File: config.mk
export PLATFORM = sky130hd
export DESIGN_NAME = mtcmos_sleep_ctrl
export DESIGN_NICKNAME = d
export VERILOG_FILES = /design/src/rtl/mtcmos_sleep_ctrl.sv
export SDC_FILE = /design/constraint.sdc
export NUM_CORES = 1
export LEC_CHECK = 0
export BUFFER_PORTS_ARGS = -buffer_cell sky130_fd_sc_hd__buf_2
export CAP_MARGIN = 0
export CORE_MARGIN = 2
export CORE_UTILIZATION = 40
export CTS_CLUSTER_SIZE = 10
export DETAILED_ROUTE_END_ITERATION = 12
export SKIP_LAST_GASP = 1
export SYNTH_ARGS = -nofsm -noshare
export SYNTH_HDL_FRONTEND = slang
export SYNTH_SLANG_ARGS = --single-unit
File: constraint.sdc
create_clock -name clk -period 7.54 [get_ports clk]
set_input_delay 1.885 -clock clk [delete_from_list [all_inputs] [get_ports clk]]
set_output_delay 1.885 -clock clk [all_outputs]
set_load 0.03 [all_outputs]
File: src/rtl/mtcmos_sleep_ctrl.sv
// mtcmos_sleep_ctrl
// Sequences an MTCMOS-gated flip-flop bank into and out of sleep:
// drain pending updates, isolate outputs, assert the sleep switch, then on
// wake release the switch, wait for the rail, settle, and restore clocks.
//
// Ports:
//   clk        single clock, rising edge
//   rst        synchronous active-high reset
//   sleep_req  level request to enter sleep
//   wake_req   level request to exit sleep (wins over sleep_req)
//   dp_idle    gated bank has no pending update
//   pwr_good   virtual rail restored
//   sleep      sleep switch control (registered)
//   iso_en     output isolation clamp (registered)
//   clk_en     gated-domain clock enable (registered)
//   asleep     high only in ASLEEP (registered)
//   wake_err   sticky wake-timeout flag, cleared only by rst
//   state_o    current state encoding for debug
module mtcmos_sleep_ctrl #(
   parameter int unsigned ISO_DLY  = 2,
   parameter int unsigned SLP_DLY  = 4,
   parameter int unsigned WAKE_DLY = 8,
   parameter int unsigned WAKE_TMO = 64
) (
   input  logic       clk,
   input  logic       rst,
   input  logic       sleep_req,
   input  logic       wake_req,
   input  logic       dp_idle,
   input  logic       pwr_good,
   output logic       sleep,
   output logic       iso_en,
   output logic       clk_en,
   output logic       asleep,
   output logic       wake_err,
   output logic [2:0] state_o
);

   typedef enum logic [2:0] {
      StActive  = 3'd0,
      StDrain   = 3'd1,
      StIsolate = 3'd2,
      StSleepOn = 3'd3,
      StAsleep  = 3'd4,
      StWake    = 3'd5,
      StSettle  = 3'd6,
      StRestore = 3'd7
   } state_e;

   // Counter preloads: a timed state lasts exactly its delay because the
   // exit happens in the cycle the counter reads zero.
   localparam logic [9:0] IsoLoad  = 10'(ISO_DLY - 1);
   localparam logic [9:0] SlpLoad  = 10'(SLP_DLY - 1);
   localparam logic [9:0] TmoLoad  = 10'(WAKE_TMO - 1);
   localparam logic [9:0] DlyLoad  = 10'(WAKE_DLY - 1);

   state_e     state_q, state_d;
   logic [9:0] cnt_q, cnt_d;
   logic       wake_lat_q, wake_lat_d;
   logic       err_set;

   always_comb begin
      state_d = state_q;
      err_set = 1'b0;
      case (state_q)
         StActive:  if (sleep_req && !wake_req) state_d = StDrain;
         StDrain: begin
            if (wake_req || !sleep_req) state_d = StActive;
            else if (dp_idle)           state_d = StIsolate;
         end
         // wake_req deliberately ignored until the switch is on
         StIsolate: if (cnt_q == '0) state_d = StSleepOn;
         StSleepOn: begin
            if (cnt_q == '0) state_d = (wake_lat_q || wake_req) ? StWake : StAsleep;
         end
         StAsleep:  if (wake_req) state_d = StWake;
         StWake: begin
            if (pwr_good) begin
               state_d = StSettle;
            end else if (cnt_q == '0) begin
               state_d = StSettle;
               err_set = 1'b1;
            end
         end
         StSettle:  if (cnt_q == '0) state_d = StRestore;
         StRestore: state_d = StActive;
         default:   state_d = StActive;
      endcase
   end

   always_comb begin
      cnt_d = cnt_q;
      if (state_d != state_q) begin
         case (state_d)
            StIsolate: cnt_d = IsoLoad;
            StSleepOn: cnt_d = SlpLoad;
            StWake:    cnt_d = TmoLoad;
            StSettle:  cnt_d = DlyLoad;
            default:   cnt_d = '0;
         endcase
      end else if (cnt_q != '0) begin
         cnt_d = cnt_q - 10'd1;
      end
   end

   // Wake requests during the minimum sleep hold are remembered so the hold
   // is never cut short yet the request is not lost.
   always_comb begin
      wake_lat_d = 1'b0;
      if (state_q == StSleepOn && state_d == StSleepOn) wake_lat_d = wake_lat_q | wake_req;
   end

   // Outputs are decoded from the next state so they line up with state_q.
   always_ff @(posedge clk) begin
      if (rst) begin
         state_q    <= StActive;
         cnt_q      <= '0;
         wake_lat_q <= 1'b0;
         sleep      <= 1'b0;
         iso_en     <= 1'b0;
         clk_en     <= 1'b1;
         asleep     <= 1'b0;
         wake_err   <= 1'b0;
      end else begin
         state_q    <= state_d;
         cnt_q      <= cnt_d;
         wake_lat_q <= wake_lat_d;
         sleep      <= (state_d == StSleepOn) || (state_d == StAsleep);
         iso_en     <= !((state_d == StActive) || (state_d == StDrain));
         clk_en     <= (state_d == StActive) || (state_d == StDrain) || (state_d == StRestore);
         asleep     <= (state_d == StAsleep);
         wake_err   <= wake_err | err_set;
      end
   end

   assign state_o = state_q;

endmodule

# Word level (Yosys, flattened, before mapping)
# Cells that the tools add are included.
[totals] latch_bits=0 in_bits=6 wordCells=60 romBits=0 mem_bits_rw=0 out_inout_bits=8 register_bits=19 n_memories=0
[op_classes] n_bitwise=3 n_lt_le_gt_ge=0 n_reduce_logical=16 n_eq_ne=15 n_div=0 n_shift=0 muxes=17 add_sub_neg=1 n_mul=0
[ops] op="$mux W3" count=9
[ops] op="$eq A3 B3 Y1 const B" count=8
[ops] op="$pmux W3 S8" count=1
[ops] op="$pmux W6 S4" count=1
[ops] op="$mux W10" count=2
[ops] op="$eq A3 B2 Y1 const B" count=4
[ops] op="$logic_not A10 Y1" count=1
[ops] op="$reduce_bool A10 Y1" count=1
[ops] op="$sub A10 B1 Y10 const B" count=1
[ops] op="$eq A3 B1 Y1 const B" count=2
[ops] op="$logic_not A3 Y1" count=2
[ops] op="$logic_or A1 B1 Y1" count=5
[ops] op="$mux W1" count=4
[ops] op="$logic_not A1 Y1" count=3
[ops] op="$ne A3 B3 Y1" count=1
[ops] op="$logic_and A1 B1 Y1" count=2
[ops] op="$or A1 B1 Y1" count=2
[ops] op="$reduce_bool A2 Y1" count=1
[ops] op="$reduce_or A2 Y1" count=1
[ops] op="$not A1 Y1" count=1

# Longest topological paths before layout
# Gate-level depths: netlist of run 1.
[logic_depth] word_depth=8 mapped_depth=10 ltp_nobuf=9

# Worst setup path before layout of run 1
# OpenSTA, ideal clock, no wires.
[synth_timing] path_kind="input to register" start="input wake_req" end="register cnt_q[3]" setup_ns=0.070 t_required_ns=7.470 n_path_buf=0 setup_slack_ns=3.994 cell_stages=7 arrival_ns=3.475 cell_sequence="nor3b_1 and3_1 nor4_1 o31ai_1 mux2i_4 or3_1 a21oi_1"
[synth_between] elab_chain_len=7 elab_cells_between_ends=18 classes_between="5 x eq/ne; 8 x mux; 5 x reduce/logical"
[synth_lines] item="start, declared" line="28" rtl="input logic wake_req,"
[synth_lines] item="$logic_or A1 B1 Y1 or $logic_not A1 Y1 (tied branches)" line="74, 66"
[synth_lines] item="$mux W1 or $logic_and A1 B1 Y1 (tied branches)" line="74, 66"
[synth_lines] item="$mux W3, on equally long branches" line="74, 66"
[synth_lines] item="$pmux W3 S8 (*)" line="65" rtl="case (state_q)"
[synth_lines] item="$eq A3 B3 Y1 or $eq A3 B2 Y1 (tied branches)" line="94" rtl="case (state_d)"
[synth_lines] item="$pmux W6 S4" line="94"
[synth_lines] item="$mux W10" line="93" rtl="if (state_d != state_q) begin"
[synth_lines] item="end signal, assigned" line="126" rtl="cnt_q <= cnt_d;"
[synth_lines] item="end, declared" line="58" rtl="logic [9:0] cnt_q, cnt_d;"
# Every way passes the cells marked *; elsewhere a longest branch is shown, timed or not.
# A chain may end at the register's enable or synchronous reset.

# Worst setup path after layout of run 1
# Same ends and word-level chain as after synthesis.

==> results.py, run 1 <==
metrics = {
    "yosys": {
        "yosys.area.top_type": "dfxtp_1",
        "ys_seq_area_share_pct": 37.5,
        "synth_fp_nets": 128,
        "synth_top_cells_by_area": "dfxtp_1 (38%), xor2_1 (4.3%), a21oi_1 (4.0%)",
        "yosysWarnings": 0,
        "synth_area_sq_um": 1010,
        "synth_top_area_share_pct": 37.5,
        "synth.distinct_cells": 38,
        "syn-instance-count": 121,
        "synth_most_common_cell": "dfxtp_1",
        "avgSynthCellArea_sq_um": 8.38,
        "ys_ff_latch": 19,
        "synthTopCellsByCount": "dfxtp_1 (19), nor2_1 (10), nand2_1 (9)",
        "ys.flop_type": "dfxtp_1",
        "async_flop_share_pct": 0,
        "synth_edf_count": 0,
    },
    "floorplan": {
        "coreArea_sq_um": 2430,
        "die_x_microns": 54.3,
        "die_area_sq_um": 2950,
        "ios": 14,
        "rows": 18,
        "initial_core_util_pct": 41.7,
        "dieHeight_microns": 54.3,
    },
    "global_routing": {
        "antenna_found_initial": 0,
        "grtUsageTotal_pct": 17.5,
        "grt_overflow": 0,
        "grt_pass1_wl_microns": 3710,
        "grt_pass1_vias": 823,
        "grt_max_degree": 15,
    },
    "layout": {
        "syn_to_final_growth_pct": 11.2,
        "fillCellCount": 239,
        "antenna-diode-count": 0,
        "seq_area_sq_um": 380,
        "drive_gt1_share_pct": 19.4,
        "layout.nets": 142,
        "fin_cells": 164,
        "multi_input_area_sq_um": 591,
    },
    "setup_path": {
        "worstPathCellList": "buf_2 -> nor3b_1 -> and3_1 -> nor4_1 -> o31ai_1 -> mux2i_4 -> or3_1 -> a21oi_1",
        "cp.required_ns": 7.78,
        "critical_path_peak_fanout": 9,
        "cp_slowest_stage_delay_ns": 0.43,
        "critPathLaunchType": "input pin",
        "critical_path_class": "in2reg",
        "r2r-end": "cnt_q[3]",
        "worst_r2r_path_depth": 9,
        "worstReg2RegStart": "cnt_q[0]",
        "slowest_stage": "or3_1",
        "cp_data_arrival_time_ns": 3.81,
        "endpoint_kind": "flop",
        "r2r_setup_slack_ns": 4.42,
        "cp_num_buf_inv": 1,
        "critical-path-top-delay-family": "simple AND/OR/NAND/NOR gates",
    },
    "detailed_routing": {
        "first_pass_iters": 4,
        "drc": 0,
        "first_iter_violations": 16,
        "antenna_left": 0,
        "routedWlPerCell_microns": 13.3,
        "vias_per_cell": 5.38,
        "num_vias": 882,
        "wl_microns": 2180,
    },
    "clock_network": {
        "cts_num_sinks": 19,
        "cts_setup_buffers": 0,
        "cts_max_path_buffers": 2,
        "cts_buffers": 3,
        "clk_latency_ns": 0.30,
        "cts_tree": "done",
        "cts_hold_buffers": 0,
        "path_clk_slew_ns": 0.12,
        "cts.htree.levels": 1,
        "post_cts_resized": 0,
        "cts-root-buf": "clkbuf_4",
    },
    "sta": {
        "fin_skew_ns": 0.00510,
        "maxSlewHeadroom_pct": 54.0,
        "rsz0062_at_grt": "no",
        "period_minus_slack_ns": 3.58,
        "finalSetupViolations": 0,
        "fmax_mhz": 280,
        "tns_ns": 0,
        "fin_crit_sh_pct": 47.4,
        "tightest_slew_ns": 0.686,
        "slew_viol_final": 0,
        "finalHoldViolCount": 0,
    },
    "min_path": {
        "holdPathEnd": "wake_err",
        "worstHoldPathCells": 2,
        "hold_start": "wake_err",
        "holdCritPathClass": "reg2reg",
    },
    "place": {
        "place.gp.congestion": 0.817,
        "portBuffers": 13,
        "dp_hpwl_microns": 1600,
        "place_inst": 160,
    },
    "pwr": {
        "leakage_nw": 0.470,
        "p_per_area_nw_per_um2": 397,
        "ir_worst_vdd_uv": 207,
    },
    "job": {
        "cap_viol_max_count": 0,
    },
    "outcome": {
        "status": "completed",
    },
}
==> flip-flops by register name (all words and copies together), names as in the netlist <==
register,count
wake_err,1
asleep,1
wake_lat_q,1
cnt_q,10
sleep,1
iso_en,1
clk_en,1
state_o,3
==> through the flow <==
step                      setup WS, ns  power, W  cell area (sq um)  util (%)  hold slack (ns)
after floorplan                   3.99  0.000351               1010         -            0.496
after global placement            3.77  0.000391               1100      45.2            0.459
after detailed placement          3.68  0.000396               1100      45.2            0.465
after CTS                         3.97  0.000451               1130      46.3            0.496
after global routing              3.83  0.000487               1130      46.3            0.551
final                             3.96  0.000447               1130      46.3            0.485
==> report_power, final <==
group          internal [W]  switching (W)  total (W)
combinational      0.000102       0.000136   0.000238
sequential         0.000126      0.0000305   0.000156
clock             0.0000198      0.0000335  0.0000532
total              0.000247       0.000200   0.000447
==> area by class of cell <==
type | instances | share of cell area, %
Inverter | 7 | 2.33
Tap cell | 30 | 3.33
Sequential cell | 19 | 33.7
Clock buffer | 3 | 2.00
Timing Repair Buffer | 13 | 5.77
Clock inverter | 1 | 0.444
Multi-Input combinational cell | 91 | 52.4
==> cells in the final DEF, fill, tap and decap left out, types with 2 or more instances in the layout <==
master	instances
or3_1	4
a21o_1	3
xor2_1	5
a21oi_1	8
a221oi_1	2
xnor2_1	2
dfxtp_1	19
o31ai_1	2
nor3b_1	2
nor3_1	5
or2_2	2
nand2b_1	5
nand2_1	9
nor4_1	5
nand3_1	4
o21ai_0	4
clkbuf_4	3
and3_1	2
inv_1	7
buf_2	13
nor2_1	10
==> how the worst max path moves through the flow <==
| stage | start | end | cells past startpoint |
|---|---|---|---|
| 3_5_place_dp | wake_req | cnt_q[3] | 8 |
| 5_1_grt | wake_req | cnt_q[3] | 8 |
| 6_report | wake_req | cnt_q[3] | 8 |
| 2_1_floorplan | wake_req | cnt_q[3] | 7 |
| 4_1_cts | wake_req | cnt_q[3] | 8 |
| 3_3_place_gp | wake_req | cnt_q[3] | 8 |
==> metal layers <==
metal  track usage, %  wire length [microns]  vias up  share of wire, %
met5                0                      0        -                 0
met4             7.92                     42        0               1.9
met3             3.28                     49        4               2.2
met2             26.1                    987       13                45
met1             24.2                   1100      395                50
li1                 -                      -      470                 -
==> worst register-to-register path: stages (launching register included) <==
cell and delay (ns):
dfxtp_1 0.34, inv_1 0.09, ha_1 0.20, or4b_1 0.50, or3_1 0.49, or3_1 0.39
o2111a_2 0.20, mux2i_4 0.25, or3_1 0.43, a21oi_1 0.15
==> logic make-up (layout without fill, tap and decap cells) <==
kind of cell	Yosys count	after routing	synth area share [%]
simple gates	55	55	29.9
fa+ha+maj	1	1	1.23
compound gates	26	26	17.8
mux	2	2	3.33
xor+xnor	7	7	6.05
flops	19	19	37.5
buf+inv	11	24	4.20
(Power assumes the default switching activity.)
==> run 2, diff against run 1 <==
--- a/config.mk
+++ b/config.mk
@@ -5,6 +5,7 @@
 export SDC_FILE = /design/constraint.sdc
 export NUM_CORES = 1
 export LEC_CHECK = 0
+export ABC_AREA = 1
 export BUFFER_PORTS_ARGS = -buffer_cell sky130_fd_sc_hd__buf_2
 export CAP_MARGIN = 0
 export CORE_MARGIN = 2
==> constraint.sdc (replaced) <==
create_clock -name clk -period 3.7 [get_ports clk]
set_input_delay 0.925 -clock clk [delete_from_list [all_inputs] [get_ports clk]]
set_output_delay 0.925 -clock clk [all_outputs]
set_load 0.03 [all_outputs]
==> results.py, run 2 <==
metrics = {
    "floorplan": {
        "dieHeight_microns": 60.2,
        "rows": 20,
        "initial_core_util_pct": 41.7,
        "coreArea_sq_um": 3030,
        "die_area_sq_um": 3620,
        "ios": 14,
        "die_x_microns": 60.2,
    },
    "pwr": {
        "leakage_nw": 0.681,
        "p_per_area_nw_per_um2": 746,
        "ir_worst_vdd_uv": 258,
    },
    "place": {
        "place.gp.congestion": 0.800,
        "portBuffers": 13,
        "placed_area_sq_um": 1350,
        "dp_slack_ns": 1.38,
        "dp_hpwl_microns": 2080,
    },
    "job": {
        "cap_viol_max_count": 0,
    },
    "layout": {
        "final_cell_area_sq_um": 1380,
        "largest_reg_flops": 10,
        "layout.nets": 197,
        "mostFrequentLayoutCell": "nand2_1",
        "seq_area_sq_um": 380,
        "drive_gt1_share_pct": 27.5,
        "multi_input_area_sq_um": 733,
        "antenna-diode-count": 0,
        "syn_to_final_growth_pct": 9.13,
        "top_register": "cnt_q",
        "fillCellCount": 319,
        "layout_common_cells": "nand2_1 (34), nor2_1 (23), dfxtp_1 (19)",
    },
    "global_routing": {
        "grt_max_degree": 16,
        "grtUsageTotal_pct": 16.2,
        "antenna_found_initial": 0,
        "grt_pass1_wl_microns": 4370,
        "grt_overflow": 0,
        "grt_pass1_vias": 1003,
    },
    "clock_network": {
        "cts_setup_buffers": 0,
        "cts_num_sinks": 19,
        "cts_max_path_buffers": 2,
        "cts_buffers": 3,
        "cts_tree": "done",
        "cts-root-buf": "clkbuf_4",
        "cts.htree.levels": 1,
        "path_clk_slew_ns": 0.11,
        "cts_hold_buffers": 0,
        "clk_latency_ns": 0.30,
        "post_cts_resized": 0,
    },
    "detailed_routing": {
        "wl_microns": 2610,
        "first_iter_violations": 30,
        "num_vias": 1160,
        "vias_per_cell": 4.98,
        "drc": 0,
        "antenna_left": 0,
        "first_pass_iters": 4,
        "routedWlPerCell_microns": 11.2,
    },
    "sta": {
        "fin_skew_ns": 0.00191,
        "period_minus_slack_ns": 2.15,
        "finalHoldViolCount": 0,
        "layout_setup_ws_ns": 1.55,
        "maxSlewHeadroom_pct": 68.2,
        "rsz0062_at_grt": "no",
        "whs_ns": 0.462,
        "slew_viol_final": 0,
        "tightest_slew_ns": 0.476,
        "fin_crit_sh_pct": 58.1,
        "fmax_mhz": 466,
        "finalSetupViolations": 0,
        "tns_ns": 0,
    },
    "yosys": {
        "synthTopCellsByCount": "nand2_1 (34), nor2_1 (23), dfxtp_1 (19)",
        "synth_top_cells_by_area": "dfxtp_1 (30%), nand2_1 (10%), nor2_1 (6.8%)",
        "synth_fp_nets": 183,
        "synth_edf_count": 0,
        "avgSynthCellArea_sq_um": 7.17,
        "ys.flop_type": "dfxtp_1",
        "ys_ff_latch": 19,
        "ys_seq_area_share_pct": 30.2,
        "yosysWarnings": 0,
        "synth_most_common_cell": "nand2_1",
        "syn-instance-count": 176,
        "synth_top_area_share_pct": 30.2,
        "synth_area_sq_um": 1260,
        "async_flop_share_pct": 0,
        "synth.distinct_cells": 35,
        "yosys.area.top_type": "dfxtp_1",
    },
    "outcome": {
        "status": "completed",
    },
    "setup_path": {
        "critical-path-top-delay-family": "flip-flops",
        "cp_slowest_stage_delay_ns": 0.63,
        "critPathLaunchType": "flop",
        "cp_data_arrival_time_ns": 1.22,
        "cp.required_ns": 2.77,
        "critical_path_peak_fanout": 9,
        "crit_cells": 1,
        "slowest_stage": "dfxtp_1",
        "worstPathCellList": "buf_2",
        "critical_path_class": "reg2out",
        "endpoint_kind": "primary output",
        "worst_r2r_path_depth": 15,
        "cp_num_buf_inv": 1,
    },
    "min_path": {
        "holdCritPathClass": "reg2reg",
        "worstHoldPathCells": 2,
    },
}
## run 2: cell families after synthesis
family	share of synthesized area, %
AND/OR/NAND/NOR	43.7
adder cells (fa/ha/maj)	0.992
XOR/XNOR	2.78
buffers and inverters	11.7
flip-flops	30.2
AO/OA/AOI/OAI	10.6
## run 2: through the flow
stage                     util (%)  total power, W  std cells
after global placement        44.6        0.000919        229
final                         45.5         0.00103        233
after floorplan                  -        0.000816        176
after detailed placement      44.6        0.000925        229
after global routing          45.5         0.00111        233
after CTS                     45.5         0.00104        233
## run 2: final timing paths
| kind | startpoint | slack [ns] | endpoint |
|---|---|---|---|
| worst max-delay path | state_o[0] | 1.55 | state_o[0] |
| worst min-delay path | wake_err | 0.46 | wake_err |
| worst max register to register | cnt_q[0] | 1.68 | cnt_q[0] |
| worst min register to register | wake_err | 0.46 | wake_err |
## run 2: area by class of cell
cell class / instances / area share (%)
Multi-Input combinational cell: 128 / 53.3
Inverter: 25 / 8.45
Clock buffer: 4 / 1.91
Tap cell: 44 / 4.00
Sequential cell: 19 / 27.6
Timing Repair Buffer: 13 / 4.73
## run 2: power breakdown
group	switching (W)	total (W)	internal, W
clock	0.0000683	0.000110	0.0000420
combinational	0.000384	0.000629	0.000245
sequential	0.0000342	0.000287	0.000253
## run 2: worst register-to-register path: stages, from the launching register on
cell     delay [ns]
dfxtp_1        0.33
inv_1          0.09
ha_1           0.19
nand2_1        0.10
nor2_4         0.14
nand3_4        0.17
nand2_2        0.14
nand2_2        0.07
nand2_4        0.07
nand2_4        0.06
nand2_4        0.09
nand2_4        0.06
nand2_4        0.10
nand3_4        0.11
o21ai_1        0.15
nor2_1         0.06
## run 2: metal layers
metal  share of wire [%]  vias to the layer above  track usage [%]
met3                 5.7                        4             3.25
met4                 1.3                        0             4.76
met5                   0                        -                0
met2                  45                       31             25.9
li1                    -                      590                -
met1                  48                      535             21.8
